<file path="config.mk">
export PLATFORM = sky130hd
export DESIGN_NAME = ro_pair_scheduler
export DESIGN_NICKNAME = d
export VERILOG_FILES = /design/src/rtl/ro_pair_scheduler.sv
export SDC_FILE = /design/constraint.sdc
export NUM_CORES = 1
export LEC_CHECK = 0
export CORE_AREA = 3 3 101 79
export CTS_CLUSTER_DIAMETER = 100
export DETAILED_ROUTE_END_ITERATION = 6
export DIE_AREA = 0 0 104 82
export PLACE_DENSITY = 0.72
export SYNTH_ARGS = -nofsm -noshare
export SYNTH_HDL_FRONTEND = slang
export SYNTH_SLANG_ARGS = --single-unit
</file>
<file path="constraint.sdc">
create_clock -name clk -period 1.93 [get_ports clk]
set_input_delay 0.386 -clock clk [delete_from_list [all_inputs] [get_ports clk]]
set_output_delay 0.386 -clock clk [all_outputs]
set_load 0.005 [all_outputs]
</file>
<file path="src/rtl/ro_pair_scheduler.sv">
// Ring-oscillator PUF pair scheduler: settle, count both ROs, compare.
// Optional ROPUF_SEL_CHECK_EN rejects challenges with equal A/B selects.
`timescale 1ns/1ps
module ro_pair_scheduler #(
    parameter int WINDOW        = 256,
    parameter int SETTLE_CYCLES = 16,
    parameter int CNT_W         = 12
) (
    input  logic       clk,
    input  logic       rst_n,
    input  logic       start,
    input  logic [7:0] challenge,
    input  logic       ro_a,
    input  logic       ro_b,
    output logic [3:0] sel_a,
    output logic [3:0] sel_b,
    output logic       busy,
    output logic       done,
    output logic       response,
    output logic       tie,
    output logic       err
);

    localparam int TMAX = (WINDOW > SETTLE_CYCLES) ? WINDOW : SETTLE_CYCLES;
    localparam int TW   = $clog2(TMAX + 1);
    localparam logic [TW-1:0] S_LAST = TW'(SETTLE_CYCLES - 1);
    localparam logic [TW-1:0] W_LAST = TW'(WINDOW - 1);

    typedef enum logic [2:0] {
        IDLE,
        SETTLE,
        COUNT,
        COMPARE,
        DONE
    } state_t;

    state_t           state;
    logic [TW-1:0]    timer;
    logic [CNT_W-1:0] cnt_a;
    logic [CNT_W-1:0] cnt_b;
    logic [2:0]       sync_a;
    logic [2:0]       sync_b;
    logic             edge_a;
    logic             edge_b;

    assign edge_a = sync_a[1] & ~sync_a[2];
    assign edge_b = sync_b[1] & ~sync_b[2];

    // Two-flop synchronizers plus an edge-history flop, always running
    always_ff @(posedge clk or negedge rst_n) begin
        if (!rst_n) begin
            sync_a <= '0;
            sync_b <= '0;
        end else begin
            sync_a <= {sync_a[1:0], ro_a};
            sync_b <= {sync_b[1:0], ro_b};
        end
    end

`ifndef ROPUF_SEL_CHECK_EN
    assign err = 1'b0;
`endif

    // Measurement sequencer with registered status outputs
    always_ff @(posedge clk or negedge rst_n) begin
        if (!rst_n) begin
            state    <= IDLE;
            timer    <= '0;
            cnt_a    <= '0;
            cnt_b    <= '0;
            sel_a    <= '0;
            sel_b    <= '0;
            busy     <= 1'b0;
            done     <= 1'b0;
            response <= 1'b0;
            tie      <= 1'b0;
`ifdef ROPUF_SEL_CHECK_EN
            err      <= 1'b0;
`endif
        end else begin
            unique case (state)
                IDLE: begin
                    if (start) begin
                        sel_a    <= challenge[7:4];
                        sel_b    <= challenge[3:0];
                        cnt_a    <= '0;
                        cnt_b    <= '0;
                        response <= 1'b0;
                        tie      <= 1'b0;
                        timer    <= '0;
                        busy     <= 1'b1;
`ifdef ROPUF_SEL_CHECK_EN
                        err      <= (challenge[7:4] == challenge[3:0]);
                        if (challenge[7:4] == challenge[3:0]) begin
                            state <= DONE;
                            done  <= 1'b1;
                        end else begin
                            state <= SETTLE;
                        end
`else
                        state    <= SETTLE;
`endif
                    end
                end
                SETTLE: begin
                    if (timer == S_LAST) begin
                        timer <= '0;
                        state <= COUNT;
                    end else begin
                        timer <= timer + TW'(1);
                    end
                end
                COUNT: begin
                    if (edge_a && cnt_a != '1)
                        cnt_a <= cnt_a + CNT_W'(1);
                    if (edge_b && cnt_b != '1)
                        cnt_b <= cnt_b + CNT_W'(1);
                    if (timer == W_LAST) begin
                        timer <= '0;
                        state <= COMPARE;
                    end else begin
                        timer <= timer + TW'(1);
                    end
                end
                COMPARE: begin
                    response <= (cnt_a > cnt_b);
                    tie      <= (cnt_a == cnt_b);
                    done     <= 1'b1;
                    state    <= DONE;
                end
                DONE: begin
                    done  <= 1'b0;
                    busy  <= 1'b0;
                    state <= IDLE;
                end
                default: begin
                    state <= IDLE;
                    busy  <= 1'b0;
                    done  <= 1'b0;
                end
            endcase
        end
    end

endmodule

</file>
==> results of run 1 <==
## layout by cell type, fill, tap and decap left out, drive strengths merged, types with 2 or more instances in the layout
master	n
dfrtp	54
nand2	47
buf	27
inv	25
clkdlybuf4s50	23
o21ai	19
o31ai	19
a21oi	17
ha	17
nor2	16
nand4	12
nand3	11
and2	9
a31oi	8
nor3	7
and3	6
nor2b	5
nand2b	5
clkbuf	5
nor4	5
a211oi	4
and4	4
o22ai	4
o211ai	3
o2bb2ai	3
a2111oi	3
o41ai	3
a211o	2
a22oi	2
and3b	2
## worst paths after layout
path / startpoint / to / cells past startpoint
worst min register to register: sync_a[0]$_DFF_PN0_ / sync_a[1]$_DFF_PN0_ / 0
worst min-delay path: rst_n / timer[3]$_DFFE_PN0P_ / 2
min in group clk: sync_a[0]$_DFF_PN0_ / sync_a[1]$_DFF_PN0_ / 0
worst max register to register: timer[1]$_DFFE_PN0P_ / timer[7]$_DFFE_PN0P_ / 10
max in group asynchronous: rst_n / state[0]$_DFFE_PN0P_ / 2
worst max-delay path: timer[1]$_DFFE_PN0P_ / timer[7]$_DFFE_PN0P_ / 10
## routing by layer
| layer | global-route usage | vias to the layer above |
|---|---|---|
| li1 | - | 1333 |
| met1 | 0.262 | 1315 |
| met2 | 0.281 | 98 |
| met3 | 0.0330 | 8 |
| met4 | 0.0372 | 0 |
| met5 | 0 | - |
## power by group through the flow
| stage | Combinational, uW | Sequential (uW) | Clock, uW |
|---|---|---|---|
| 2_1_floorplan | 126 | 1230 | 0 |
| 3_3_place_gp | 197 | 1240 | 0 |
| 3_5_place_dp | 205 | 1250 | 0 |
| 4_1_cts | 207 | 1230 | 709 |
| 5_1_grt | 232 | 1230 | 767 |
| 6_report | 204 | 1230 | 694 |
## registers in the layout, indices dropped and copies added, names as in the netlist, 3 cells and up
signal  flops
sync_b      3
sync_a      3
sel_b       4
timer       9
sel_a       4
cnt_a      12
cnt_b      12
state       3
## area by class of cell
class	instances	area (um^2)	share of cell area
repair buffers	50	447	0.118
well taps	101	126	0.0333
inverters	23	86.3	0.0228
clock inverters	3	28.8	0.00759
flip-flops and latches	54	1350	0.356
clock buffers	5	68.8	0.0181
multi-input cells	248	1690	0.444
## per-stage QoR
| stage | hold WS, ns | total power [uW] | utilization | cell area, um^2 |
|---|---|---|---|---|
| 6_report | 0.0303 | 2120 | 0.530 | 3790 |
| 5_1_grt | 0.0654 | 2230 | 0.530 | 3790 |
| 4_1_cts | 0.0611 | 2140 | 0.523 | 3740 |
| 3_5_place_dp | 0.336 | 1450 | 0.509 | 3640 |
| 3_3_place_gp | 0.337 | 1440 | 0.509 | 3640 |
| 2_1_floorplan | 0.0904 | 1360 | - | 3190 |
## logic make-up (layout without fill, tap and decap cells)
family	Yosys count	in the layout	synth area share
buffers and inverters	39	81	0.0584
DFF	54	54	0.427
muxes	1	1	0.00316
and+or+nand+nor	136	136	0.234
other	1	1	0.00118
adders and majority gates	17	17	0.0671
AOI/OAI and AO/OA	93	93	0.210
## repair_timing
| item | CTS | global route |
|---|---|---|
| setup buffers | 0 | 3 |
| endpoints found under the setup margin | 2 | 16 |
| resized for setup | 1 | 6 |
| pin swaps | 1 | 3 |
## worst register-to-register path: stages (launching register included)
cell,delay (ns)
dfrtp_1,0.41
ha_2,0.21
and3_4,0.18
and3_4,0.19
nand3_4,0.06
inv_2,0.05
ha_4,0.15
nor3_4,0.19
buf_6,0.16
o21bai_1,0.06
a22oi_1,0.18
==> reports/results.ini, run 1 <==
[detailed_routing]
wl_met1_mm=3.65
wl_per_cell_um=15.3
dr_total_vias=2754
wl_met3_um=455
post-route-drc-count=0
viasPerCell=5.69
top_layer_used=met4
dr.pass1.iters=6
ant_nets=0
first_iter_violations=230
wl_mm=7.41
wl_met2_mm=3.26

[logic_synthesis]
synth_flop_cell=dfrtp_1
yosysMostFrequentCell=dfrtp_1
synth.area.top_cells=dfrtp_1 43%, ha_1 6.7%, nand2_1 5.6%
ys_types=54
synth_seq_cells=54
syn_avg_cell_area_um2=9.29
post-synth-top-area-cell=dfrtp_1
syn_area_mm2=0.00317
synth_top_area_frac=0.427
ys_async_sr_fraction=1.00
synth.yosys.seq_area_share=0.427
syn-instance-count=341
yosys-top-cells-count=54 x dfrtp_1, 47 x nand2_1, 23 x inv_1
synth_enable_flop_cells=0
synth_nets=371
ys_warn_count=0

[worst_setup_path]
end_kind=flop
cp_data_arrival_time_ns=2.13
worstSetupPathType=reg2reg
path_cells=ha_2, and3_4, and3_4, nand3_4, inv_2, ha_4, nor3_4, buf_6, o21bai_1, a22oi_1
crit_buf_inv=2
cpPeakStageDelay_ns=0.41
path_common_cell=and3_4
reg2reg_slack_ns=0.03
cp_slowest_cell=dfrtp_1
crit_fanout=6
cp_data_required_time_ns=2.16
start_kind=flop
crit_family=simple AND/OR/NAND/NOR gates

[timing]
final.period_utilization=0.987
setup_viol=0
worst_slack_ns=0.0260
finalMaxSlewViolations=0
fmax_ghz=0.525
period_needed_ns=1.90
hold_violations=0
rsz0062_at_grt=true
fin_setup_tns_ns=0
fin_skew_ns=0.00450

[floorplan]
dieArea_mm2=0.00853
start_util=0.442
ios=26
row_count=27
dieWidth_um=104
core-area_mm2=0.00716
die_h_um=82

[global_routing]
grt_antenna_before_repair=0
grt.overflow.total=0
grt_usage=0.180
grt_pass1_vias=2501
grt_pass1_wl_mm=12.4
grt_max_degree=55

[power]
p_clk_frac=0.327
peakVddDrop_uv=304
power_frac_comb=0.096
power.internal_uw=1530
netSwitchingPower_uw=591
p_seq_frac=0.577
powerDensity_mw_per_mm2=560
switching_share=0.278
power.leakage_uw=0.00170

[placed_design]
hpwl_mm=5.46
place_inst=473
port_buffers=24
gp_congestion=0.872
pre_cts_slack_ns=-0.155

[cts]
h-tree-depth=2
cts_hold_buf=0
tritoncts=built
clk_latency_ns=0.31
clk_pin_slew_ns=0.11
cts-buffers-inserted=5
clock-sinks=54
clockBufferDepth=2
root_buffer=clkbuf_8

[final_layout]
diodes=0
fin_cells=484
n_fill_cell=637
fin_nets=412
drive_above_1_share=0.159
area_growth_pct=19.7

[outcome]
status=completed

[hold_path]
min_path_type=in2async

[job]
maxCapViolations=0

(Power assumes the default switching activity.)
==> inputs of run 2 (changes only) <==
- SKIP_CTS_REPAIR_TIMING: not set -> 1
==> reports/results.ini, run 2 (synthesis gave the netlist of run 1 again) <==
[outcome]
status=completed

[global_routing]
grt_pass1_vias=2497  ; -0.16%
grt.overflow.total=0  ; unchanged
grt_max_degree=55  ; unchanged
grt_antenna_before_repair=0  ; unchanged
grt_usage=0.179  ; -0.000347
grt_pass1_wl_mm=12.4  ; -0.23%

[final_layout]
final_util=0.531  ; +0.00105
area_growth_pct=20.0
postLayoutCellArea_mm2=0.00380  ; +0.20%
mostFrequentLayoutCells=54 x dfrtp_1, 46 x nand2_1, 25 x buf_4
mostFrequentLayoutCell=dfrtp_1
n_fill_cell=635  ; -0.31%
fin_nets=413  ; +0.24%
multiInputGateArea_mm2=0.00169  ; unchanged
seqCellArea_mm2=0.00135  ; unchanged
drive_above_1_share=0.161  ; +0.00219
diodes=0  ; unchanged
biggestRegsByFlops=cnt_a (12), cnt_b (12), timer (9)

[worst_setup_path]
end_kind=flop
crit_fanout=5  ; -1
crit_end=timer[7]$_DFFE_PN0P_
cp-startpoint=timer[0]$_DFFE_PN0P_
r2r_cells=10  ; unchanged
reg2reg_slack_ns=0.06  ; +0.03 ns
r2r_end=timer[7]$_DFFE_PN0P_
reg2reg_from=timer[0]$_DFFE_PN0P_
start_kind=flop
worstSetupPathType=reg2reg
cp_data_required_time_ns=2.16  ; about the same
cp_data_arrival_time_ns=2.10  ; -0.03 ns

[cts]
clock-sinks=54  ; unchanged
clk_latency_ns=0.32  ; about the same
root_buffer=clkbuf_8
clk_pin_slew_ns=0.10  ; about the same
cts-buffers-inserted=5  ; unchanged
clockBufferDepth=2  ; unchanged
tritoncts=built
h-tree-depth=2  ; unchanged

[floorplan]
dieWidth_um=104  ; unchanged
die_h_um=82  ; unchanged
ios=26  ; unchanged
start_util=0.442  ; unchanged
core-area_mm2=0.00716  ; unchanged
row_count=27  ; unchanged
dieArea_mm2=0.00853  ; unchanged

[power]
powerDensity_mw_per_mm2=558  ; -0.40%
netSwitchingPower_uw=587  ; -0.73%
power_frac_comb=0.096  ; about the same
power.internal_uw=1530  ; about the same
p_seq_frac=0.579  ; +0.002
p_clk_frac=0.325  ; -0.002
power.leakage_uw=0.00170  ; +0.30%
peakVddDrop_uv=298  ; -2.0%
switching_share=0.277  ; -0.00145

[timing]
setup_viol=0  ; unchanged
hold_violations=0  ; unchanged
fmax_ghz=0.534  ; +1.6%
period_needed_ns=1.87  ; -0.0301 ns
finalMaxSlewViolations=0  ; unchanged
final.period_utilization=0.971  ; -0.0156
fin_skew_ns=0.00794  ; +0.00344 ns
worst_slack_ns=0.0561  ; +0.0301 ns
rsz0062_at_grt=true

[detailed_routing]
wl_per_cell_um=15.3  ; -0.21%
post-route-drc-count=0  ; unchanged
ant_nets=0  ; unchanged
viasPerCell=5.70  ; +0.23%
wl_mm=7.41  ; unchanged
first_iter_violations=222  ; -3.5%
dr_total_vias=2766  ; +0.44%
dr.pass1.iters=5  ; -1

[placed_design]
hpwl_mm=5.46  ; unchanged
port_buffers=24  ; unchanged
pre_cts_slack_ns=-0.155  ; unchanged
gp_congestion=0.872  ; unchanged
placed_area_mm2=0.00364  ; unchanged

[job]
maxCapViolations=0  ; unchanged

[hold_path]
min_path_type=in2async

[run 2: cell types whose count changed in the layout (fill, tap and decap cells not counted)]
cell     change
o21ai_0      -1
buf_4        +1
o21ai_1      +1
[run 2: layout make-up]
class	count	share of cell area
Inverter	23	0.0227
Timing Repair Buffer	51	0.119
Clock inverter	3	0.00757
Tap cell	101	0.0332
Multi-Input combinational cell	248	0.443
Sequential cell	54	0.355
Clock buffer	5	0.0181
[run 2: worst min-delay path by stage]
| stage | to | slack (ns) |
|---|---|---|
| 2_1_floorplan | busy$_DFFE_PN0P_ | 0.09 |
| 5_1_grt | timer[3]$_DFFE_PN0P_ | 0.07 |
| 6_report | timer[3]$_DFFE_PN0P_ | 0.03 |
| 3_5_place_dp | sync_a[1]$_DFF_PN0_ | 0.34 |
| 4_1_cts | response$_DFFE_PN0P_ | 0.06 |
| 3_3_place_gp | sync_a[1]$_DFF_PN0_ | 0.34 |
[run 2: power by group through the flow]
stage	Combinational, uW	Sequential (uW)	Clock, uW
floorplan	126	1230	0
global placement	197	1240	0
detailed placement	205	1250	0
CTS	207	1230	709
global route	232	1230	767
finish	204	1230	690
[run 2: worst max-delay path, cell delays in order, from the launching register on]
cell	delay (ns)
dfrtp_1	0.40
ha_2	0.20
and3_4	0.18
and3_4	0.19
nand3_4	0.06
inv_2	0.05
ha_4	0.15
nor3_4	0.18
buf_6	0.15
o21bai_1	0.07
a22oi_1	0.16
[run 2: per-stage QoR]
stage | setup TNS, ns | hold WS, ns | instances | total power (uW)
finish | 0 | 0.0321 | 485 | 2120
global route | -0.146 | 0.0654 | 485 | 2230
CTS | -0.114 | 0.0611 | 481 | 2140
detailed placement | -0.810 | 0.336 | 473 | 1450
global placement | -0.457 | 0.337 | 473 | 1440
floorplan | -0.00724 | 0.0904 | 341 | 1360
[run 2: metal layers]
metal,vias to the layer above,GRT usage,routed length (um)
met1,1330,0.261,3690
li1,1334,-,-
met5,-,0,0
met4,0,0.0372,50
met3,10,0.0330,439
met2,92,0.281,3230
